===== src/rtl/load_store_unit.sv =====
// Byte/half/word load-store front end for a word-organised data memory.
// Sub-word stores use read-modify-write; lanes are big-endian.
module load_store_unit #(
    parameter int unsigned DATA_WIDTH = 32,
    parameter int unsigned ADDR_WIDTH = 6
) (
    input  logic                  clk,
    input  logic                  reset,
    input  logic                  req,
    input  logic                  req_write,
    input  logic [1:0]            req_size,
    input  logic                  req_unsigned,
    input  logic [ADDR_WIDTH+1:0] req_addr,
    input  logic [DATA_WIDTH-1:0] req_wdata,
    output logic                  ready,
    output logic                  done,
    output logic                  misaligned,
    output logic [DATA_WIDTH-1:0] rdata,
    output logic [ADDR_WIDTH-1:0] mem_addr,
    output logic [DATA_WIDTH-1:0] mem_data,
    output logic                  MemWrite,
    output logic                  MemRead,
    input  logic [DATA_WIDTH-1:0] mem_q
);

    typedef enum logic [1:0] {StIdle, StRd, StWr, StResp} state_e;

    state_e                  state_q, state_d;
    logic [ADDR_WIDTH+1:0]   addr_q;
    logic [1:0]              size_q;
    logic                    write_q, unsigned_q, err_q;
    logic [DATA_WIDTH-1:0]   wdata_q, merge_q, rdata_q;
    logic [DATA_WIDTH-1:0]   load_val, store_word;
    logic [7:0]              lane_b;
    logic [15:0]             lane_h;
    logic                    req_err;

    always_comb begin
        unique case (req_size)
            2'b00:   req_err = 1'b0;
            2'b01:   req_err = req_addr[0];
            2'b10:   req_err = |req_addr[1:0];
            default: req_err = 1'b1;
        endcase
    end

    // Lane extraction from the word being read; offset 0 is the MSB lane.
    always_comb begin
        unique case (addr_q[1:0])
            2'd0:    lane_b = mem_q[31:24];
            2'd1:    lane_b = mem_q[23:16];
            2'd2:    lane_b = mem_q[15:8];
            default: lane_b = mem_q[7:0];
        endcase
        lane_h = addr_q[1] ? mem_q[15:0] : mem_q[31:16];
        unique case (size_q)
            2'b00:   load_val = unsigned_q ? {24'b0, lane_b} : {{24{lane_b[7]}}, lane_b};
            2'b01:   load_val = unsigned_q ? {16'b0, lane_h} : {{16{lane_h[15]}}, lane_h};
            default: load_val = mem_q;
        endcase
    end

    always_comb begin
        store_word = merge_q;
        unique case (size_q)
            2'b00: begin
                unique case (addr_q[1:0])
                    2'd0:    store_word[31:24] = wdata_q[7:0];
                    2'd1:    store_word[23:16] = wdata_q[7:0];
                    2'd2:    store_word[15:8]  = wdata_q[7:0];
                    default: store_word[7:0]   = wdata_q[7:0];
                endcase
            end
            2'b01: begin
                if (addr_q[1]) store_word[15:0]  = wdata_q[15:0];
                else           store_word[31:16] = wdata_q[15:0];
            end
            default: store_word = wdata_q;
        endcase
    end

    always_comb begin
        state_d = state_q;
        unique case (state_q)
            StIdle: begin
                if (req) begin
                    if (req_err)                             state_d = StResp;
                    else if (req_write && req_size == 2'b10) state_d = StWr;
                    else                                     state_d = StRd;
                end
            end
            StRd:    state_d = write_q ? StWr : StResp;
            StWr:    state_d = StResp;
            default: state_d = StIdle;
        endcase
    end

    always_ff @(posedge clk) begin
        if (reset) begin
            state_q    <= StIdle;
            addr_q     <= '0;
            size_q     <= '0;
            write_q    <= 1'b0;
            unsigned_q <= 1'b0;
            err_q      <= 1'b0;
            wdata_q    <= '0;
            merge_q    <= '0;
            rdata_q    <= '0;
        end else begin
            state_q <= state_d;
            if (state_q == StIdle && req) begin
                addr_q     <= req_addr;
                size_q     <= req_size;
                write_q    <= req_write;
                unsigned_q <= req_unsigned;
                err_q      <= req_err;
                wdata_q    <= req_wdata;
            end
            if (state_q == StRd) begin
                merge_q <= mem_q;
                if (!write_q) rdata_q <= load_val;
            end
        end
    end

    always_comb begin
        ready      = (state_q == StIdle);
        done       = (state_q == StResp);
        misaligned = done & err_q;
        MemRead    = (state_q == StRd);
        MemWrite   = (state_q == StWr);
        mem_addr   = addr_q[ADDR_WIDTH+1:2];
        mem_data   = MemWrite ? store_word : '0;
        rdata      = rdata_q;
    end

endmodule


===== config.mk =====
export PLATFORM = sky130hd
export DESIGN_NAME = load_store_unit
export DESIGN_NICKNAME = d
export VERILOG_FILES = /design/src/rtl/load_store_unit.sv
export SDC_FILE = /design/constraint.sdc
export NUM_CORES = 1
export LEC_CHECK = 0
export ABC_AREA = 1
export CAP_MARGIN = 20
export CORE_AREA = 2 2 107 109
export DETAILED_ROUTE_END_ITERATION = 16
export DIE_AREA = 0 0 109 111
export PLACE_DENSITY = 0.94
export SLEW_MARGIN = 20
export SYNTH_ARGS = -nofsm -noshare
export SYNTH_HDL_FRONTEND = slang
export SYNTH_SLANG_ARGS = --single-unit

===== constraint.sdc =====
create_clock -name clk -period 2.4 [get_ports clk]
set_input_delay 0.48 -clock clk [delete_from_list [all_inputs] [get_ports clk]]
set_output_delay 0.48 -clock clk [all_outputs]
set_load 0.02 [all_outputs]

Word level (Yosys, flattened, before mapping)
Cells that the tools add are included.
- output and inout port bits: 75
- register bits: 111
- logic and storage cells: 48
- bits of input ports: 79
- multiplexer cells: 19
- bitwise gates (word level): 2
- equality and inequality tests: 9
- reduce and logical (&&, ||, !) cells: 9
- operators by type and width (kind ; count):
    32-bit case mux with 2 select lines ; 2
    32-bit 2-to-1 mux ; 3
    16-bit 2-to-1 mux ; 3
    8-bit 2-to-1 mux ; 4
    8-bit case mux with 3 select lines ; 1
    2-bit by 1-bit equality test with 1-bit output (second input constant) ; 4
    2-bit equality test (second input constant) ; 4
    2-bit logical NOT ; 4
    2-bit 2-to-1 mux ; 3
    2-bit case mux with 3 select lines ; 1
    1-bit case mux with 3 select lines ; 1
    3-bit OR reduction ; 1
    1-bit logical AND ; 2
    2-bit inequality test (second input constant) ; 1
    2-bit AND reduction ; 1
    2-bit OR reduction ; 1
    1-bit bitwise AND ; 1
    1-bit 2-to-1 mux ; 1
    1-bit NOT ; 1

Logic depth before layout (Yosys ltp)
- word-level depth: 6
- mapped depth: 10
- gate-level depth less buffers: 9

Worst setup path before layout
OpenSTA, ideal clock, no wires.
- path type: reg2out
- start: reg state_q[0]
- end: out mem_data[29]
- path slack: 458 ps
- path buffers: 1
- stages on the path, launching flop included: 6
- required time: 1920 ps
- arrival time: 1462 ps
- cell sequence: dfxtp_1 inv_1 ha_1 inv_2 clkbuf_1 a31oi_1
- word-level cells in the longest chain between the ends: 2
- RTL lines (element ; RTL line ; RTL):
    start: declaration ; 28 ; state_e state_q, state_d;
    start signal: assignment ; 100 ; state_q <= StIdle;
    start signal: assignment ; 110 ; state_q <= state_d;
    2-bit equality test ; 131 ; MemWrite = (state_q == StWr);
    named net MemWrite ; 21 ; output logic MemWrite,
    32-bit 2-to-1 mux ; 133 ; mem_data = MemWrite ? store_word : '0;
    end: declaration ; 20 ; output logic [DATA_WIDTH-1:0] mem_data,
The timed path passes the listed nets, and every way through them passes these cells.

Worst setup path after layout
- start: reg size_q[1]
- end: out mem_data[14]
- word-level cells in the longest chain between the ends: 3
- elaborated cells on any way between the ends: 4
- classes of those cells: 1 x eq/ne; 2 x mux; 1 x reduce/logical
- RTL lines (element ; RTL line ; RTL):
    start: declaration ; 30 ; logic [1:0] size_q;
    start signal: assignment ; 113 ; size_q <= req_size;
    2-bit by 1-bit equality test with 1-bit output or 2-bit logical NOT (tied branches) ; 65 ; unique case (size_q)
    32-bit case mux with 2 select lines * ; 65 ;
    32-bit 2-to-1 mux * ; 133 ;
Every way passes the cells marked *; elsewhere a longest branch is shown, timed or not.

==> results.txt <==
CTS buffer count: 9
Post-Syn Area: 0.005669 mm^2
highest-count cells in the layout ignoring fill and taps: nor2_1 (152), o21ai_0 (141), clkdlybuf4s50_1 (121)
critical path required time: 1920 ps
Routed WL: 18.87 mm
placeable core region: 0.01108 mm^2
Die X: 109 um
starting density of the core: 51.18%
share of cells above drive strength 1: 9.780%
Setup Skew: 4.223 ps
Slew HR: 64.99%
cell family with most CP delay: buffers and inverters
first drt pass iteration count: 6
CTS Hold Bufs: 0
#FFs+latches synth: 111
Antenna Cells: 0
ANT nets after route: 0
Setup CP Type: reg -> out
Peak Freq: 0.4117 GHz
Multi-input gate area: 0.002893 mm^2
post-route cell area: 0.007574 mm^2
DRC: 0
worst vdd ir: 1102 uV
gr ovfl total: 0
vias per cell: 5.702
leading area contributor after synthesis: dfxtp_1
Seq. cell area: 0.002223 mm^2
crit-path cells: buf_4 > nor2_4 > buf_12 > o211ai_1 > a21oi_1 > clkdlybuf4s15_1
post-synthesis cell count: 863
Fin Hold WS: 465.8 ps
detailed-route via count: 6,529
clk sinks: 111
placed cell count: 1,127
Worst Hold Path Cells: 2
Reg clk slew, reported paths: 70 ps
die area: 0.01210 mm^2
sequential share of the synthesized area: 39.20%
Hold WC Path Type: reg -> reg
post-route insts no fill: 1,145
period utilization: 101.2%
share of the synthesized area in the top cell type: 39.20%
status: finished with violations
area grow syn2layout: 33.59%
clk_lat worst skew: 350 ps
DR WL/cell: 16.48 um
first-pass GRT wire length: 30.01 mm
CTS tree: yes
Max-cap violations: 0
fin. max-slew vios: 0
initial antenna violation count: 0
worst reg2reg setup slack: 440 ps
Power Density: 1176 mW/mm^2
syn_nets: 946
CP arrival: 1950 ps
Tmin final: 2429 ps
slowest stage delay, CP: 350 ps
pin count of the biggest net entering global routing: 80
failing checks: negative setup slack
Cell Rows: 39
Crit. End Element: output pin
RD Place Congestion: 0.9814
cell leakage power: 3.222 nW
Worst Slack Setup Final: -28.99 ps
endpoints failing setup: 1
Worst Setup Start Kind: register
commonest non-fill, non-tap cell in the layout: nor2_1
filler instances: 930
placed cell areas: 0.007350 mm^2
Pwr Total: 8.903 mW
H-tree levels: 3
Max Buffers Root-to-Sink: 2
slowest CP cell: clkdlybuf4s15_1
Die H: 111 um
post-detail-place hpwl: 13.48 mm
Reg2Reg Depth: 8
Final #Nets: 1,080
vias in the first global route: 5,915
Worst Tran Pin Value: 524.3 ps
GRT Overall Usage: 31.48%
TNS Setup: -28.99 ps
Root Driver: clkbuf_16
Netlist cell types: 28
Crit path depth: 6
synth warn: 0
ranking of synthesized cells by area: dfxtp_1 (39%), o21ai_0 (12%), a21oi_1 (10%)
DR iter-0 viols: 751
Hold Violations, Final: 0
Crit path buffers/inverters: 3
I/O Pins: 154
# port buffers: 153
Max FO, Critical Path: 19
syn_area_per_cell: 6.569 um^2
-- stage by stage --
step,worst slack (ps),utilization (%)
after floorplan,457.7,-
after global placement,60.67,66.35
after detailed placement,-2.213,66.35
after CTS,6.528,69.07
after global routing,-82.54,68.37
final,-28.99,68.37
-- area by class of cell --
cell class / instances / share of cell area, %
Multi-Input combinational cell: 612 / 38.20
Sequential cell: 111 / 29.36
Timing Repair Buffer: 182 / 21.97
Inverter: 80 / 4.081
Clock buffer: 10 / 3.023
Tap cell: 143 / 2.362
Clock inverter: 6 / 0.9086
Timing Repair inverter: 1 / 0.09912
-- Yosys cell counts --
master	number
a21oi_1	117
a21oi_2	1
a22oi_1	4
a31oi_1	9
buf_1	1
buf_2	8
buf_4	12
clkbuf_1	39
clkinv_1	1
dfxtp_1	111
ha_1	4
inv_1	72
inv_2	7
nand2_1	122
nand2_2	1
nand3_1	24
nand3_2	2
nand4_1	8
nor2_1	153
nor2_2	2
nor2_4	3
nor2_8	1
o211ai_1	8
o21ai_0	141
o21ai_1	4
o21bai_1	4
o22ai_1	1
or2_2	3
-- routing by layer --
layer	share of wire, %	GRT usage [%]	up-vias	routed length (um)
li1	-	-	3097	-
met1	39	40.88	2981	7318
met2	48	50.89	380	9007
met3	9.2	4.409	71	1732
met4	4.3	15.04	0	814
met5	0	0	-	0
-- cell families after synthesis --
kind of cell | share of synthesized area, %
and+or+nand+nor | 23.17
AOI/OAI and AO/OA | 26.51
buffers and inverters | 10.24
DFF | 39.20
adders and majority gates | 0.8828
-- worst reg2reg max path, cell delays in order (launching register included) --
cell	delay, ps
dfxtp_1	370
buf_4	180
nor2_4	290
nand2_1	100
nand3_1	140
nand3_2	420
nand4_1	300
nand2_1	70
inv_1	50
-- final timing paths --
check,start,to
hold reg to reg,rdata[2],rdata[2]
setup reg to reg,addr_q[0],rdata[14]
hold / removal,rdata[2],rdata[2]
setup / recovery,size_q[1],mem_data[14]
-- registers in the layout, indices dropped and copies added (netlist names) --
name	cells
addr_q	8
size_q	2
write_q	1
err_q	1
wdata_q	32
unsigned_q	1
state_q	2
rdata	32
merge_q	32
-- repair_timing --
action | 4_1_cts | 5_1_grt
pin swaps | 0 | 1
endpoints found under the setup margin | 32 | 32
buffers inserted | 0 | 1
gates cloned | 0 | 1
resized for setup | 72 | 49
-- report_power, final --
group          total, mW  switching [mW]  leakage [nW]  internal (mW)
sequential          2.86           0.405         0.915           2.45
combinational       4.53            2.84          2.16           1.69
clock               1.52           0.701         0.143          0.818
Power figures use the tool's default switching activity.
